--- config.mk ---
export PLATFORM = sky130hd
export DESIGN_NAME = prio_enc_hs
export DESIGN_NICKNAME = d
export VERILOG_FILES = /design/src/rtl/prio_enc_hs.sv
export SDC_FILE = /design/constraint.sdc
export NUM_CORES = 1
export LEC_CHECK = 0
export CORE_MARGIN = 10
export CORE_UTILIZATION = 40
export DETAILED_ROUTE_END_ITERATION = 16
export DONT_BUFFER_PORTS = 1
export PLACE_DENSITY = 0.6
export SYNTH_ARGS = -nofsm -noshare
export SYNTH_HDL_FRONTEND = slang
export SYNTH_SLANG_ARGS = --single-unit
--- constraint.sdc ---
create_clock -name clk -period 1.91 [get_ports clk]
set_input_delay 0.573 -clock clk [delete_from_list [all_inputs] [get_ports clk]]
set_output_delay 0.573 -clock clk [all_outputs]
set_load 0.02 [all_outputs]
--- src/rtl/prio_enc_hs.sv ---
// Sticky-pending priority encoder with a valid/ready output handshake.
// Define PRIO_ENC_RR_EN to replace fixed priority with a round-robin pointer.
module prio_enc_hs #(
  parameter int unsigned N = 8
) (
  input  logic                                 clk,
  input  logic                                 rst_n,
  input  logic [N-1:0]                         req_in,
  input  logic                                 out_ready,
  output logic                                 out_valid,
  output logic [((N > 1) ? $clog2(N) : 1)-1:0] out_idx,
  output logic [N-1:0]                         out_onehot,
  output logic [N-1:0]                         pend,
  output logic                                 dropped
);

  localparam int unsigned W = (N > 1) ? $clog2(N) : 1;

  typedef enum logic {IDLE = 1'b0, HOLD = 1'b1} state_t;

  state_t         state_q, state_d;
  logic [N-1:0]   pend_d;
  logic           valid_d;
  logic [W-1:0]   idx_d;
  logic [N-1:0]   onehot_d;
  logic           dropped_d;

  logic           handshake_c;
  logic [N-1:0]   clr_c;
  logic [N-1:0]   cand_c;
  logic           load_c;
  logic [W-1:0]   win_idx_c;
  logic [N-1:0]   win_onehot_c;

`ifdef PRIO_ENC_RR_EN
  localparam int unsigned W2 = $clog2(2 * N);

  logic [W-1:0]   ptr_q, ptr_d;
  logic [2*N-1:0] cand2_c;
  logic [W2-1:0]  pos_c;
  logic           found_c;
`endif

  // Handshake, clear mask and candidate set; the presented line is masked out.
  always_comb begin
    handshake_c = out_valid & out_ready;
    clr_c       = handshake_c ? out_onehot : '0;
    cand_c      = pend & ~(out_valid ? out_onehot : '0);
    load_c      = (state_q == IDLE) | handshake_c;
  end

`ifdef PRIO_ENC_RR_EN
  // Round-robin: first set bit at or below ptr, wrapping from 0 back to N-1.
  always_comb begin
    win_idx_c = '0;
    found_c   = 1'b0;
    pos_c     = '0;
    cand2_c   = {cand_c, cand_c};
    for (int i = 0; i < N; i++) begin
      pos_c = W2'(int'(ptr_q) + N - i);
      if (!found_c && cand2_c[pos_c]) begin
        found_c   = 1'b1;
        win_idx_c = (pos_c >= W2'(N)) ? W'(pos_c - W2'(N)) : W'(pos_c);
      end
    end
  end
`else
  // Fixed priority: highest set index wins.
  always_comb begin
    win_idx_c = '0;
    for (int i = 0; i < N; i++) begin
      if (cand_c[i]) win_idx_c = W'(i);
    end
  end
`endif

  assign win_onehot_c = {{(N-1){1'b0}}, 1'b1} << win_idx_c;

  // Next-state and next-output logic.
  always_comb begin
    state_d   = state_q;
    valid_d   = out_valid;
    idx_d     = out_idx;
    onehot_d  = out_onehot;
    pend_d    = (pend & ~clr_c) | req_in;
    dropped_d = |(req_in & pend & ~clr_c);
`ifdef PRIO_ENC_RR_EN
    ptr_d     = ptr_q;
    if (handshake_c) ptr_d = (out_idx == '0) ? W'(N - 1) : out_idx - W'(1);
`endif
    if (load_c) begin
      valid_d  = |cand_c;
      idx_d    = (|cand_c) ? win_idx_c : '0;
      onehot_d = (|cand_c) ? win_onehot_c : '0;
    end
    case (state_q)
      IDLE:    if (|cand_c) state_d = HOLD;
      HOLD:    if (handshake_c && !(|cand_c)) state_d = IDLE;
      default: state_d = IDLE;
    endcase
  end

  always_ff @(posedge clk or negedge rst_n) begin
    if (!rst_n) begin
      state_q    <= IDLE;
      pend       <= '0;
      out_valid  <= 1'b0;
      out_idx    <= '0;
      out_onehot <= '0;
      dropped    <= 1'b0;
`ifdef PRIO_ENC_RR_EN
      ptr_q      <= W'(N - 1);
`endif
    end else begin
      state_q    <= state_d;
      pend       <= pend_d;
      out_valid  <= valid_d;
      out_idx    <= idx_d;
      out_onehot <= onehot_d;
      dropped    <= dropped_d;
`ifdef PRIO_ENC_RR_EN
      ptr_q      <= ptr_d;
`endif
    end
  end

endmodule

After elaboration in Yosys (flattened, before gate mapping)
Index checks and enable logic that the tools add are counted.
- shifts and indexed selects: 1
- multiplexer cells: 14
- bitwise operators: 10
- reductions and logical operators: 4
- operators with widths (operator ; count):
    AND 8 bit ; 4
    two-way mux 8 bit ; 3
    two-way mux 3 bit ; 7
    inverter 8 bit ; 2
    OR reduction 8 bit ; 2
    OR 8 bit ; 1
    left shift 1 x 3 -> 8 bit, first input constant ; 1
    two-way mux 1 bit ; 3
    one-hot mux 1 bit (2 select lines) ; 1
    AND 1 bit ; 1
    logical AND 1 bit ; 1
    zero test 1 bit ; 1
    inverter 1 bit ; 1
    OR 1 bit ; 1
- flip-flop bits (word level): 22
- input port bits: 11
- output and inout bits: 21
- logic and storage cells: 35

Depth between registers and ports, before layout
- depth after elaboration: 12
- gate-level depth with buffers: 6
- mapped depth without buffers: 4

Worst setup path after synthesis
No wires, ideal clock.
- path type: reg-to-reg
- start point: register out_valid
- end point: register out_onehot[2]
- setup time: 0.092 ns
- arrival time: 1.413 ns
- data required time: 1.818 ns
- path slack: 0.405 ns
- stages on the path, launching flop included: 5
- buffers on the path: 1
- period minus slack after synthesis: 1.505 ns
- cell sequence: dfrtp_1 -> buf_6 -> o211a_1 -> or3_4 -> o31ai_2
- cells in the longest elaborated chain, start to end: 12
- elaborated cells on any way between the ends: 15
- classes of those cells: shift (1); mux (9); bitwise (4); reduce/logical (1)
- ends and longest elaborated chain (what ; line ; text):
    start, declared ; 10 ; output logic out_valid,
    start signal, assigned ; 117 ; out_valid <= valid_d;
    two-way mux 8 bit ; 48 ; cand_c = pend & ~(out_valid ? out_onehot : '0);
    inverter 8 bit ; 48 ;
    AND 8 bit ; 48 ;
    two-way mux 1 bit ; 72 ; if (cand_c[i]) win_idx_c = W'(i);
    two-way mux 3 bit (6 in a row) ; 72 ;
    left shift 1 x 3 -> 8 bit ; 77 ; assign win_onehot_c = {{(N-1){1'b0}}, 1'b1} << win_idx_c;
    two-way mux 8 bit ; 94 ; onehot_d = (|cand_c) ? win_onehot_c : '0;
    end signal, assigned ; 119 ; out_onehot <= onehot_d;
    end, declared ; 12 ; output logic [N-1:0] out_onehot,
Several ways; a longest one is shown, not always the timed one.
A chain may end at the register's enable or synchronous reset.

Worst setup path in the final report
- start point: register out_valid
- end point: output out_valid
No word-level cell between the ends.

==> metrics <==
initial drt markers=51; first drt pass iteration count=4; post-route ant nets=0; Root Buffer=clkbuf_4; Initial Util=about two fifths; Lkg Pwr=about 0.51 nW; Relative slew margins=around 32%; via count=888; global route overflow=0; Psw=435 uW; cell area after layout=0.00127 sq mm; Yosys top cell area share=47.6%; pin count of the biggest net entering global routing=23; Tightest Pin Transition=1010 ps; TNS Setup=0 ps; DRC=0; largest incremental delay on the critical path=550 ps; core box area=0.00276 sq mm; Final #Nets=130; Achievable Freq=slightly below 600 MHz; Comb power frac=19.2%; sequential power share=51.3%; cts bufs inserted=3; Placed Area=~0.0012 sq mm; crit path kind=flip-flop to output pin; Int Pwr=834 uW; worst path cell trace=buf_4; Synth Instances=112; # IOs=32; Routed WL=about 2900 um; clock sinks=22; DR vias/cell=5.96; Setup crit end kind=output pin; Max Slew Vio Count=0; Clk Latency, worst-skew pair=~330 ps; layout cells sized above 1=16.9%; die area=0.00544 sq mm; Max H-tree Level=1; Post-synth ARST share=100%; max_cap viols=0; IO buf count=0; vias in the first global route=943; Final Critical Period=1690 ps; FP Rows=19; Post-Route Utilization=between 40 and 50%; clock-pin slew on the worst setup and hold paths=140 ps; Post-Syn Area=0.00116 sq mm; maximum VDD drop=around 640 uV; Syn-to-layout area delta=9.62%; gr usage total=11.3%; EDFF count, synth=0; WL/cell=19.1 um; outcome=finished, final reports clean; Layout Skew=8.43 ps; Worst Path Arrival=1120 ps; Worst Hold Class=input pin to flip-flop; Die H=73.8 um; Mapped Nets=approximately 120; syn avg cell area=10.3 sq um; Die Wd=73.8 um; crit share post-route=88.4%; setup repair bufs after CTS=0; CTS tree=yes; CP bufs+invs=1; antenna fix cells=0; switching part of the total=34.3%; flops & latches, synth=22; yosys warns=0; top_reg_cell synth=dfrtp_1; antenna violations before repair=0; first-pass GRT wire length=4850 um; Hold Vio Cnt, Final=0; leading area contributor after synthesis=dfrtp_1; Worst Setup Start Kind=flip-flop; Seq/Total Area, Yosys=47.6%; Netlist cell types=39; Clock power frac=29.6%; Clock Tree Buf Depth=2; Cell Pwr Density=1000 mW/mm^2; Min Hold Slack=320 ps; # setup viols final=0; Slowest-stage cell, CP=dfrtp_2; RSZ-0062 raised after global routing=false; CP required=1340 ps; RD Place Congestion=0.809; critical path fanouts, max=16; DP HPWL=2190 um; Synth area leaders=dfrtp_1 (48%), nand3_1 (6.1%), a21o_1 (5.2%), nand2_1 (3.6%), o221ai_2 (2.6%); Crit path max-delay family=flip-flops; Total Power=approximately 1.3 mW
==> worst register-to-register path, delay by kind of cell (launching register included) <==
kind / cells / cell delay, ps
AO/OA/AOI/OAI: 4 / 1030
flip-flops: 1 / 560
==> registers in the layout (all words and copies together), names as in the netlist <==
name / flops
out_valid: 1
dropped: 1
out_idx: 3
state_q: 1
out_onehot: 8
pend: 8
==> layout make-up <==
type                            instances  area (sq um)
Fill cell                             271          1490
Sequential cell                        22           552
Tap cell                               31          38.8
Clock buffer                            3          22.5
Clock inverter                          1          30.0
Timing Repair Buffer                    6          47.5
Inverter                                2          7.51
Multi-Input combinational cell         84           571
==> synthesized netlist by cell type, types with 2 or more instances <==
library cell  count
a21o_1            8
dfrtp_1          22
nand4_1           2
o31ai_1           4
buf_2             2
nor2_1            5
o21ai_0           2
o221ai_2          2
a21boi_1          2
o31ai_2           2
a21oi_1           3
nand3_1          14
nor2b_1           2
a22o_1            2
inv_1             2
nand2_1          11
nand2b_1          3
a21boi_0          3
==> logic make-up after synthesis <==
kind of cell    synth area share [%]
simple gates                    18.5
compound gates                  30.8
flops                           47.6
buf+inv                         3.14
==> stage by stage <==
| step | std cells | setup slack, ps |
|---|---|---|
| global route | 149 | 92.6 |
| floorplan | 112 | 405 |
| global placement | 144 | 260 |
| detailed placement | 144 | 200 |
| CTS | 149 | 82.6 |
| finish | 149 | 221 |
==> power by group through the flow <==
| stage | sequential (mW) | combinational, mW | clock, mW |
|---|---|---|---|
| floorplan | 0.634 | 0.196 | 0 |
| global placement | 0.660 | 0.231 | 0 |
| detailed placement | 0.662 | 0.231 | 0 |
| CTS | 0.652 | 0.245 | 0.378 |
| global route | 0.665 | 0.274 | 0.398 |
| finish | 0.651 | 0.243 | 0.375 |
==> routing by layer <==
layer	up-vias	GRT usage [%]	share of wire, %
li1	440	-	-
met1	420	13.5	43
met2	23	17.4	46
met3	5	4.31	9.5
met4	0	4.97	1.9
met5	-	0	0
==> timing repair <==
action | CTS | global route
hold buffers | 1 | 0
setup endpoints to repair | 0 | 2
endpoints found under the hold margin | 22 | 0
gates resized for setup | 0 | 1
==> path summary, 6_finish.rpt <==
kind,start,to,slack [ps],depth (start not counted)
hold reg to reg,state_q,out_valid,590,2
setup reg to reg,pend[2],out_onehot[2],250,4
max in group asynchronous,rst_n,out_valid,400,1
min in group asynchronous,rst_n,pend[3],840,1
hold / removal,req_in[4],pend[4],320,1
setup / recovery,out_valid,out_valid,220,1
==> placed cells by master, fill, tap and decap left out, types with 2 or more instances in the layout <==
cell type	synthesis	routed
dfrtp_1	22	21
nand3_1	14	14
nand2_1	11	11
a21o_1	8	8
nor2_1	5	5
buf_4	1	5
o31ai_1	4	4
a21oi_1	3	3
nand2b_1	3	3
a21boi_0	3	3
clkbuf_4	0	3
nand4_1	2	2
a21boi_1	2	2
inv_1	2	2
o221ai_2	2	2
nor2b_1	2	2
o31ai_2	2	2
a22o_1	2	2
o21ai_0	2	2
No activity file was read; power rests on OpenSTA's default activity.
